<file path="src/rtl/channel_frame_arbiter_if.sv">
// Channel-select write port: ap_fifo-style suppress word, write strobe and space flag.
// The arbiter drives it as master and the channel-select stage is the slave.
interface channel_frame_arbiter_if #(
  parameter int NUM_CH = 4
);
  logic [NUM_CH-1:0] sel_din;
  logic              sel_full_n;
  logic              sel_write;

  modport master (output sel_din, output sel_write, input sel_full_n);
  modport slave  (input sel_din, input sel_write, output sel_full_n);
endinterface

</file>
<file path="src/rtl/channel_frame_arbiter.sv">
// Frame-granular round-robin scheduler driving the 4-bit channel suppress word.
// Define CHFA_STATS_EN to add per-channel grant and timeout-revoke counters.
module channel_frame_arbiter #(
  parameter int NUM_CH    = 4,
  parameter int TIMEOUT_W = 16,
  parameter int ID_W      = 2
) (
  input  logic                 clk,
  input  logic                 reset,
  input  logic [NUM_CH-1:0]    req,
  input  logic [NUM_CH-1:0]    frame_done,
  input  logic [NUM_CH-1:0]    halt_evt,
  input  logic [NUM_CH-1:0]    halt_clr,
  input  logic [NUM_CH-1:0]    err_clr,
  input  logic [7:0]           frames_per_grant,
  input  logic [TIMEOUT_W-1:0] timeout_cycles,
  channel_frame_arbiter_if.master sel,
  output logic                 grant_valid,
  output logic [ID_W-1:0]      grant_id,
  output logic [NUM_CH-1:0]    halted,
  output logic [NUM_CH-1:0]    timeout_err
`ifdef CHFA_STATS_EN
  ,
  input  logic                 stats_clr,
  output logic [NUM_CH*16-1:0] stats_grant,
  output logic [NUM_CH*16-1:0] stats_tmo
`endif
);

  typedef enum logic [2:0] {S_INIT, S_IDLE, S_GRANT, S_ACTIVE, S_REVOKE} state_t;

  state_t               state;
  logic [7:0]           fpg_q;
  logic [TIMEOUT_W-1:0] tmo_q;
  logic [7:0]           frame_cnt;
  logic [TIMEOUT_W-1:0] cyc_cnt;

  logic [NUM_CH-1:0] eligible;
  logic [ID_W-1:0]   next_id;
  logic [ID_W-1:0]   probe;
  logic              found;
  logic              write_ok;
  logic [8:0]        frame_sum;
  logic              hit_frames, hit_halt, hit_tmo, revoke_now, tmo_set;
  logic [NUM_CH-1:0] tmo_set_vec;
  logic [NUM_CH-1:0] one_hot_lsb;

  assign one_hot_lsb = {{(NUM_CH-1){1'b0}}, 1'b1};

  // Strobe follows full_n combinationally so a write lands in the same cycle space appears.
  assign write_ok = !reset && sel.sel_full_n &&
                    (state == S_INIT || state == S_GRANT || state == S_REVOKE);
  assign sel.sel_write = write_ok;

  assign eligible = req & ~halted;

  // Circular search for the first eligible channel after the last grant.
  always_comb begin
    next_id = grant_id;
    found   = 1'b0;
    probe   = '0;
    for (int k = 1; k <= NUM_CH; k++) begin
      probe = ID_W'((int'(grant_id) + k) % NUM_CH);
      if (!found && eligible[probe]) begin
        next_id = probe;
        found   = 1'b1;
      end
    end
  end

  assign frame_sum   = {1'b0, frame_cnt} + {8'd0, frame_done[grant_id]};
  assign hit_frames  = frame_sum >= {1'b0, fpg_q};
  assign hit_halt    = halted[grant_id] | halt_evt[grant_id];
  assign hit_tmo     = (tmo_q != '0) && (cyc_cnt == tmo_q - TIMEOUT_W'(1));
  assign revoke_now  = (state == S_ACTIVE) && (hit_frames || hit_halt || hit_tmo);
  assign tmo_set     = (state == S_ACTIVE) && hit_tmo && !hit_frames;
  assign tmo_set_vec = tmo_set ? (one_hot_lsb << grant_id) : '0;

  // NOTE: all state, including the latched grant parameters, uses non-blocking
  // assignments and is reset so a mid-frame reset leaves nothing stale behind.
  always_ff @(posedge clk) begin
    if (reset) begin
      state       <= S_INIT;
      grant_id    <= ID_W'(NUM_CH - 1);
      grant_valid <= 1'b0;
      halted      <= '0;
      timeout_err <= '0;
      sel.sel_din <= '1;
      fpg_q       <= 8'd1;
      tmo_q       <= '0;
      frame_cnt   <= '0;
      cyc_cnt     <= '0;
    end else begin
      halted      <= (halted & ~halt_clr) | halt_evt;
      timeout_err <= (timeout_err & ~err_clr) | tmo_set_vec;
      unique case (state)
        S_INIT: begin
          if (write_ok) state <= S_IDLE;
        end
        S_IDLE: begin
          if (found) begin
            grant_id    <= next_id;
            sel.sel_din <= ~(one_hot_lsb << next_id);
            state       <= S_GRANT;
          end
        end
        S_GRANT: begin
          fpg_q <= (frames_per_grant == 8'd0) ? 8'd1 : frames_per_grant;
          tmo_q <= timeout_cycles;
          if (write_ok) begin
            frame_cnt   <= '0;
            cyc_cnt     <= '0;
            grant_valid <= 1'b1;
            state       <= S_ACTIVE;
          end
        end
        S_ACTIVE: begin
          frame_cnt <= frame_sum[7:0];
          if (cyc_cnt != '1) cyc_cnt <= cyc_cnt + TIMEOUT_W'(1);
          if (revoke_now) begin
            grant_valid <= 1'b0;
            sel.sel_din <= '1;
            state       <= S_REVOKE;
          end
        end
        S_REVOKE: begin
          if (write_ok) state <= S_IDLE;
        end
        default: state <= S_INIT;
      endcase
    end
  end

`ifdef CHFA_STATS_EN
  logic grant_wr;
  assign grant_wr = write_ok && (state == S_GRANT);

  for (genvar i = 0; i < NUM_CH; i++) begin : g_stats
    logic [15:0] g_cnt;
    logic [15:0] t_cnt;
    always_ff @(posedge clk) begin
      if (reset || stats_clr) begin
        g_cnt <= '0;
        t_cnt <= '0;
      end else begin
        if (grant_wr && grant_id == ID_W'(i) && g_cnt != 16'hFFFF) g_cnt <= g_cnt + 16'd1;
        if (tmo_set_vec[i] && t_cnt != 16'hFFFF) t_cnt <= t_cnt + 16'd1;
      end
    end
    assign stats_grant[i*16 +: 16] = g_cnt;
    assign stats_tmo[i*16 +: 16]   = t_cnt;
  end
`endif

endmodule

</file>
<file path="src/flat_wrapper.sv">
// flat-port wrapper written by rule: the top's interface ports become plain ports
module channel_frame_arbiter_flat 
#(
  parameter int NUM_CH    = 4,
  parameter int TIMEOUT_W = 16,
  parameter int ID_W      = 2
)
  (clk, reset, req, frame_done, halt_evt, halt_clr, err_clr, frames_per_grant, timeout_cycles, grant_valid, grant_id, halted, timeout_err, sel_sel_din, sel_sel_write, sel_sel_full_n);
  channel_frame_arbiter_if #(.NUM_CH(NUM_CH)) sel_i ();
  input  logic clk;
  input  logic reset;
  input  logic [NUM_CH-1:0] req;
  input  logic [NUM_CH-1:0] frame_done;
  input  logic [NUM_CH-1:0] halt_evt;
  input  logic [NUM_CH-1:0] halt_clr;
  input  logic [NUM_CH-1:0] err_clr;
  input  logic [7:0] frames_per_grant;
  input  logic [TIMEOUT_W-1:0] timeout_cycles;
  output logic grant_valid;
  output logic [ID_W-1:0] grant_id;
  output logic [NUM_CH-1:0] halted;
  output logic [NUM_CH-1:0] timeout_err;
  output wire logic [$bits(sel_i.sel_din)-1:0] sel_sel_din;
  output wire logic [$bits(sel_i.sel_write)-1:0] sel_sel_write;
  input wire logic [$bits(sel_i.sel_full_n)-1:0] sel_sel_full_n;
  assign sel_sel_din = sel_i.sel_din;
  assign sel_sel_write = sel_i.sel_write;
  assign sel_i.sel_full_n = sel_sel_full_n;
  channel_frame_arbiter #(.NUM_CH(NUM_CH), .TIMEOUT_W(TIMEOUT_W), .ID_W(ID_W)) u_core (.clk(clk), .reset(reset), .req(req), .frame_done(frame_done), .halt_evt(halt_evt), .halt_clr(halt_clr), .err_clr(err_clr), .frames_per_grant(frames_per_grant), .timeout_cycles(timeout_cycles), .sel(sel_i), .grant_valid(grant_valid), .grant_id(grant_id), .halted(halted), .timeout_err(timeout_err));
endmodule
</file>
<file path="config.mk">
export PLATFORM = sky130hd
export DESIGN_NAME = channel_frame_arbiter_flat
export DESIGN_NICKNAME = d
export VERILOG_FILES = /design/src/rtl/channel_frame_arbiter_if.sv /design/src/rtl/channel_frame_arbiter.sv /design/src/flat_wrapper.sv
export SDC_FILE = /design/constraint.sdc
export NUM_CORES = 1
export LEC_CHECK = 0
export ABC_AREA = 1
export BUFFER_PORTS_ARGS = -buffer_cell sky130_fd_sc_hd__buf_2
export CAP_MARGIN = 20
export CORE_MARGIN = 3
export CORE_UTILIZATION = 34
export DETAILED_ROUTE_END_ITERATION = 8
export MAX_ROUTING_LAYER = met4
export PLACE_DENSITY = 0.52
export SYNTH_ARGS = -nofsm -noshare
export SYNTH_HDL_FRONTEND = slang
export SYNTH_SLANG_ARGS = --single-unit
</file>
<file path="constraint.sdc">
create_clock -name clk -period 3.4 [get_ports clk]
set_input_delay 0.51 -clock clk [delete_from_list [all_inputs] [get_ports clk]]
set_output_delay 0.51 -clock clk [all_outputs]
set_load 0.02 [all_outputs]
</file>
==> flow_summary.json <==
{
  "place_ws_ns": 0.203,
  "path_max_fanout": 10,
  "ys_types": 39,
  "fin_skew_ns": 0.00726,
  "drt_pass1_iterations": 5,
  "min_period_ns": 3.08,
  "cts_root_buffer": "clkbuf_16",
  "netlist_area_mm2": 0.00416,
  "drive_above_1_share_pct": 18.5,
  "wire_per_inst_um": 12.7,
  "cts_resized": 0,
  "arrival_ns": 3.30,
  "hp-class": "in2reg",
  "netlist_instances": 641,
  "fin_crit_sh_pct": 90.7,
  "num_rows": 39,
  "synth_seq_cells": 66,
  "critPathBufInv": 3,
  "max_slew_margin_pct": 52.5,
  "ios": 63,
  "synth_compound_area_share_pct": 13.5,
  "grtUsageTotal_pct": 17.7,
  "status": "completed",
  "dieWidth_um": 117,
  "grt_pass1_wl_mm": 18.3,
  "clk_path_buf_depth": 2,
  "worstMarginPinSlew_ns": 0.709,
  "irDropWorstVdd_mv": 0.283,
  "maxCapViolCount": 0,
  "die_y_um": 117,
  "cp_cell_sequence": "inv_4, o21ai_0, o22ai_1, ha_1, ha_1, nand2_1, inv_1, nand2_1, nor2_1, nand2_1, xor2_1, inv_1, ha_1, a21o_1, a21oi_1, nand2_1, nand2_1, nand3_1, o21bai_4, nand3_1, nand3_1",
  "min_from": "halt_evt[2]",
  "grt_overflow": 0,
  "crit_top_cell": "nand2_1",
  "synthXorXnorAreaFrac_pct": 3.79,
  "synth-adder-area-share_pct": 5.12,
  "final_nets": 770,
  "core_area_mm2": 0.0117,
  "via_count": 4116,
  "path_class": "reg2reg",
  "finalSetupTns_ns": 0,
  "critPathLaunch": "u_core.grant_id[0]$_SDFFE_PP1P_",
  "clk_latency_ns": 0.34,
  "synth_top_family_by_area": "simple AND/OR/NAND/NOR gates",
  "synthesis.nets": 705,
  "max_stage_delay_ns": 0.41,
  "n_antenna_cell": 0,
  "cpMaxStageDelayCell": "dfxtp_1",
  "gp_congestion": 0.849,
  "r2r_start": "u_core.grant_id[0]$_SDFFE_PP1P_",
  "drt_iter0_drc": 253,
  "p_leak_uw": 0.00240,
  "grt_max_degree": 38,
  "ys_warn_count": 0,
  "cts.reportedPaths.clkPinSlew_ns": 0.05,
  "postCtsSetupRepairBufs": 0,
  "wl_mm": 10.8,
  "antenna_found_initial": 0,
  "slew_viol_final": 0,
  "nFillCells": 1240,
  "setup_viol": 0,
  "start_util_pct": 35.6,
  "fmax_mhz": 324,
  "synth_area_leaders": "dfxtp_1, nand2_1, nor2_1",
  "avgSynthCellArea_um2": 6.48,
  "cts_sinks": 66,
  "yosysSeqAreaShare_pct": 31.8,
  "htree_levels": 3,
  "p_per_area_mw_per_mm2": 442,
  "post-dp-hpwl_mm": 8.40,
  "drc_errors": 0,
  "hold_buffers": 0,
  "grt_pass1_vias": 3952,
  "viasPerCell": 4.83,
  "synth_top_cell_by_area": "dfxtp_1",
  "cts_made_buffers": 9,
  "muxShareOfSynthArea_pct": 0,
  "worstSetupStartpointType": "register",
  "portBuffers": 62,
  "end_kind": "register",
  "area_growth_pct": 19.0,
  "cts_tree": "built",
  "synth_top_area_share_pct": 31.8,
  "required_ns": 3.61,
  "synthSimpleGateAreaFrac_pct": 36.3,
  "die-area_mm2": 0.0136,
  "rsz0062_at_grt": "no",
  "crit_family": "compound AO/OA/AOI/OAI gates",
  "hold_viol": 0,
  "drtAntennaViolNets": 0,
  "setup_ws_ns": 0.316
}
cell families (layout without fill, tap and decap cells):
family,Yosys count,in the layout
adders and majority gates,17,17
buffers and inverters,104,172
AOI/OAI and AO/OA,106,106
DFF,66,66
and+or+nand+nor,330,330
xor gates and xnor gates,18,18
stage by stage:
step	cells	area (µm²)	total power [µW]	util (%)	hold slack [ns]
2_1_floorplan	641	4160	1110	-	0.435
3_3_place_gp	838	4630	1210	39.7	0.455
3_5_place_dp	838	4630	1220	39.7	0.456
4_1_cts	852	4940	2220	42.4	0.383
5_1_grt	852	4940	2320	42.4	0.395
6_report	852	4940	2190	42.4	0.397
final cells by class:
type                    instances  area (µm²)  share of cell area (%)
clock buffers                  11         243                    4.91
flip-flops and latches         66        1320                    26.7
well taps                     143         179                    3.62
inverters                      90         340                    6.88
repair buffers                 68         355                    7.19
clock inverters                 3        65.1                    1.32
multi-input cells             471        2440                    49.4
sequential cells by signal, indices dropped and copies added (netlist names):
register / flops
u_core.timeout_err: 4
u_core.sel.sel_din: 4
u_core.fpg_q: 8
u_core.frame_cnt: 8
u_core.grant_valid: 1
u_core.grant_id: 2
u_core.state: 3
u_core.cyc_cnt: 16
u_core.tmo_q: 16
u_core.halted: 4
power by group:
group	internal, µW	switching [µW]
registers	794	19.1
clock network	652	329
logic	139	251
synth_stat cells (all sizes together):
master,number
dfxtp,66
o21ai,46
ha,17
nand3,56
nor3b,1
o21bai,1
nand4,9
clkbuf,12
nand2,149
o22ai,1
inv,89
a2bb2oi,1
o211ai,1
a21oi,52
and3,2
a31oi,1
xor2,12
xnor2,6
a21o,1
nand3b,7
buf,2
or2,1
nor4,2
o21a,1
nor3,6
nor2,97
a211oi,1
clkinv,1
placed cells by master (no fill, tap or decap), drive strengths merged:
| cell type | n |
|---|---|
| dfxtp | 66 |
| and3 | 2 |
| nor3 | 6 |
| buf | 68 |
| nand3b | 7 |
| bufinv | 2 |
| nor2 | 97 |
| a211oi | 1 |
| inv | 89 |
| nand4 | 9 |
| nor4 | 2 |
| nand2 | 149 |
| a21o | 1 |
| o21bai | 1 |
| a2bb2oi | 1 |
| ha | 17 |
| o22ai | 1 |
| a31oi | 1 |
| o211ai | 1 |
| o21ai | 46 |
| xnor2 | 6 |
| o21a | 1 |
| or2 | 1 |
| a21oi | 52 |
| clkinv | 2 |
| nand3 | 56 |
| clkbuf | 11 |
| xor2 | 12 |
| nor3b | 1 |
path summary, 6_finish.rpt:
kind	to	slack [ns]	cells past startpoint
worst max-delay path	u_core.sel.sel_din[1]$_SDFFE_PP1P_	0.32	21
worst min-delay path	u_core.halted[2]$_SDFF_PP0_	0.40	3
worst max register to register	u_core.sel.sel_din[1]$_SDFFE_PP1P_	0.32	21
worst min register to register	u_core.fpg_q[2]$_SDFFE_PP0P_	0.46	2
worst register-to-register path: stages, from the launching register on:
cell and delay, ns:
dfxtp_1 0.41, inv_4 0.09, o21ai_0 0.18, o22ai_1 0.09, ha_1 0.20, ha_1 0.20
nand2_1 0.08, inv_1 0.05, nand2_1 0.08, nor2_1 0.06, nand2_1 0.06, xor2_1 0.14
inv_1 0.07, ha_1 0.29, a21o_1 0.16, a21oi_1 0.11, nand2_1 0.11, nand2_1 0.07
nand3_1 0.08, o21bai_4 0.24, nand3_1 0.11, nand3_1 0.08
layer usage:
layer  track usage (%)  up-vias  wire, µm
met4              5.20        0       124
met5                 -        -         0
met2              29.5       78      5370
li1                  -     2186         -
met1              20.7     1844      4790
met3              5.23        8       526
Power figures use the tool's default switching activity.
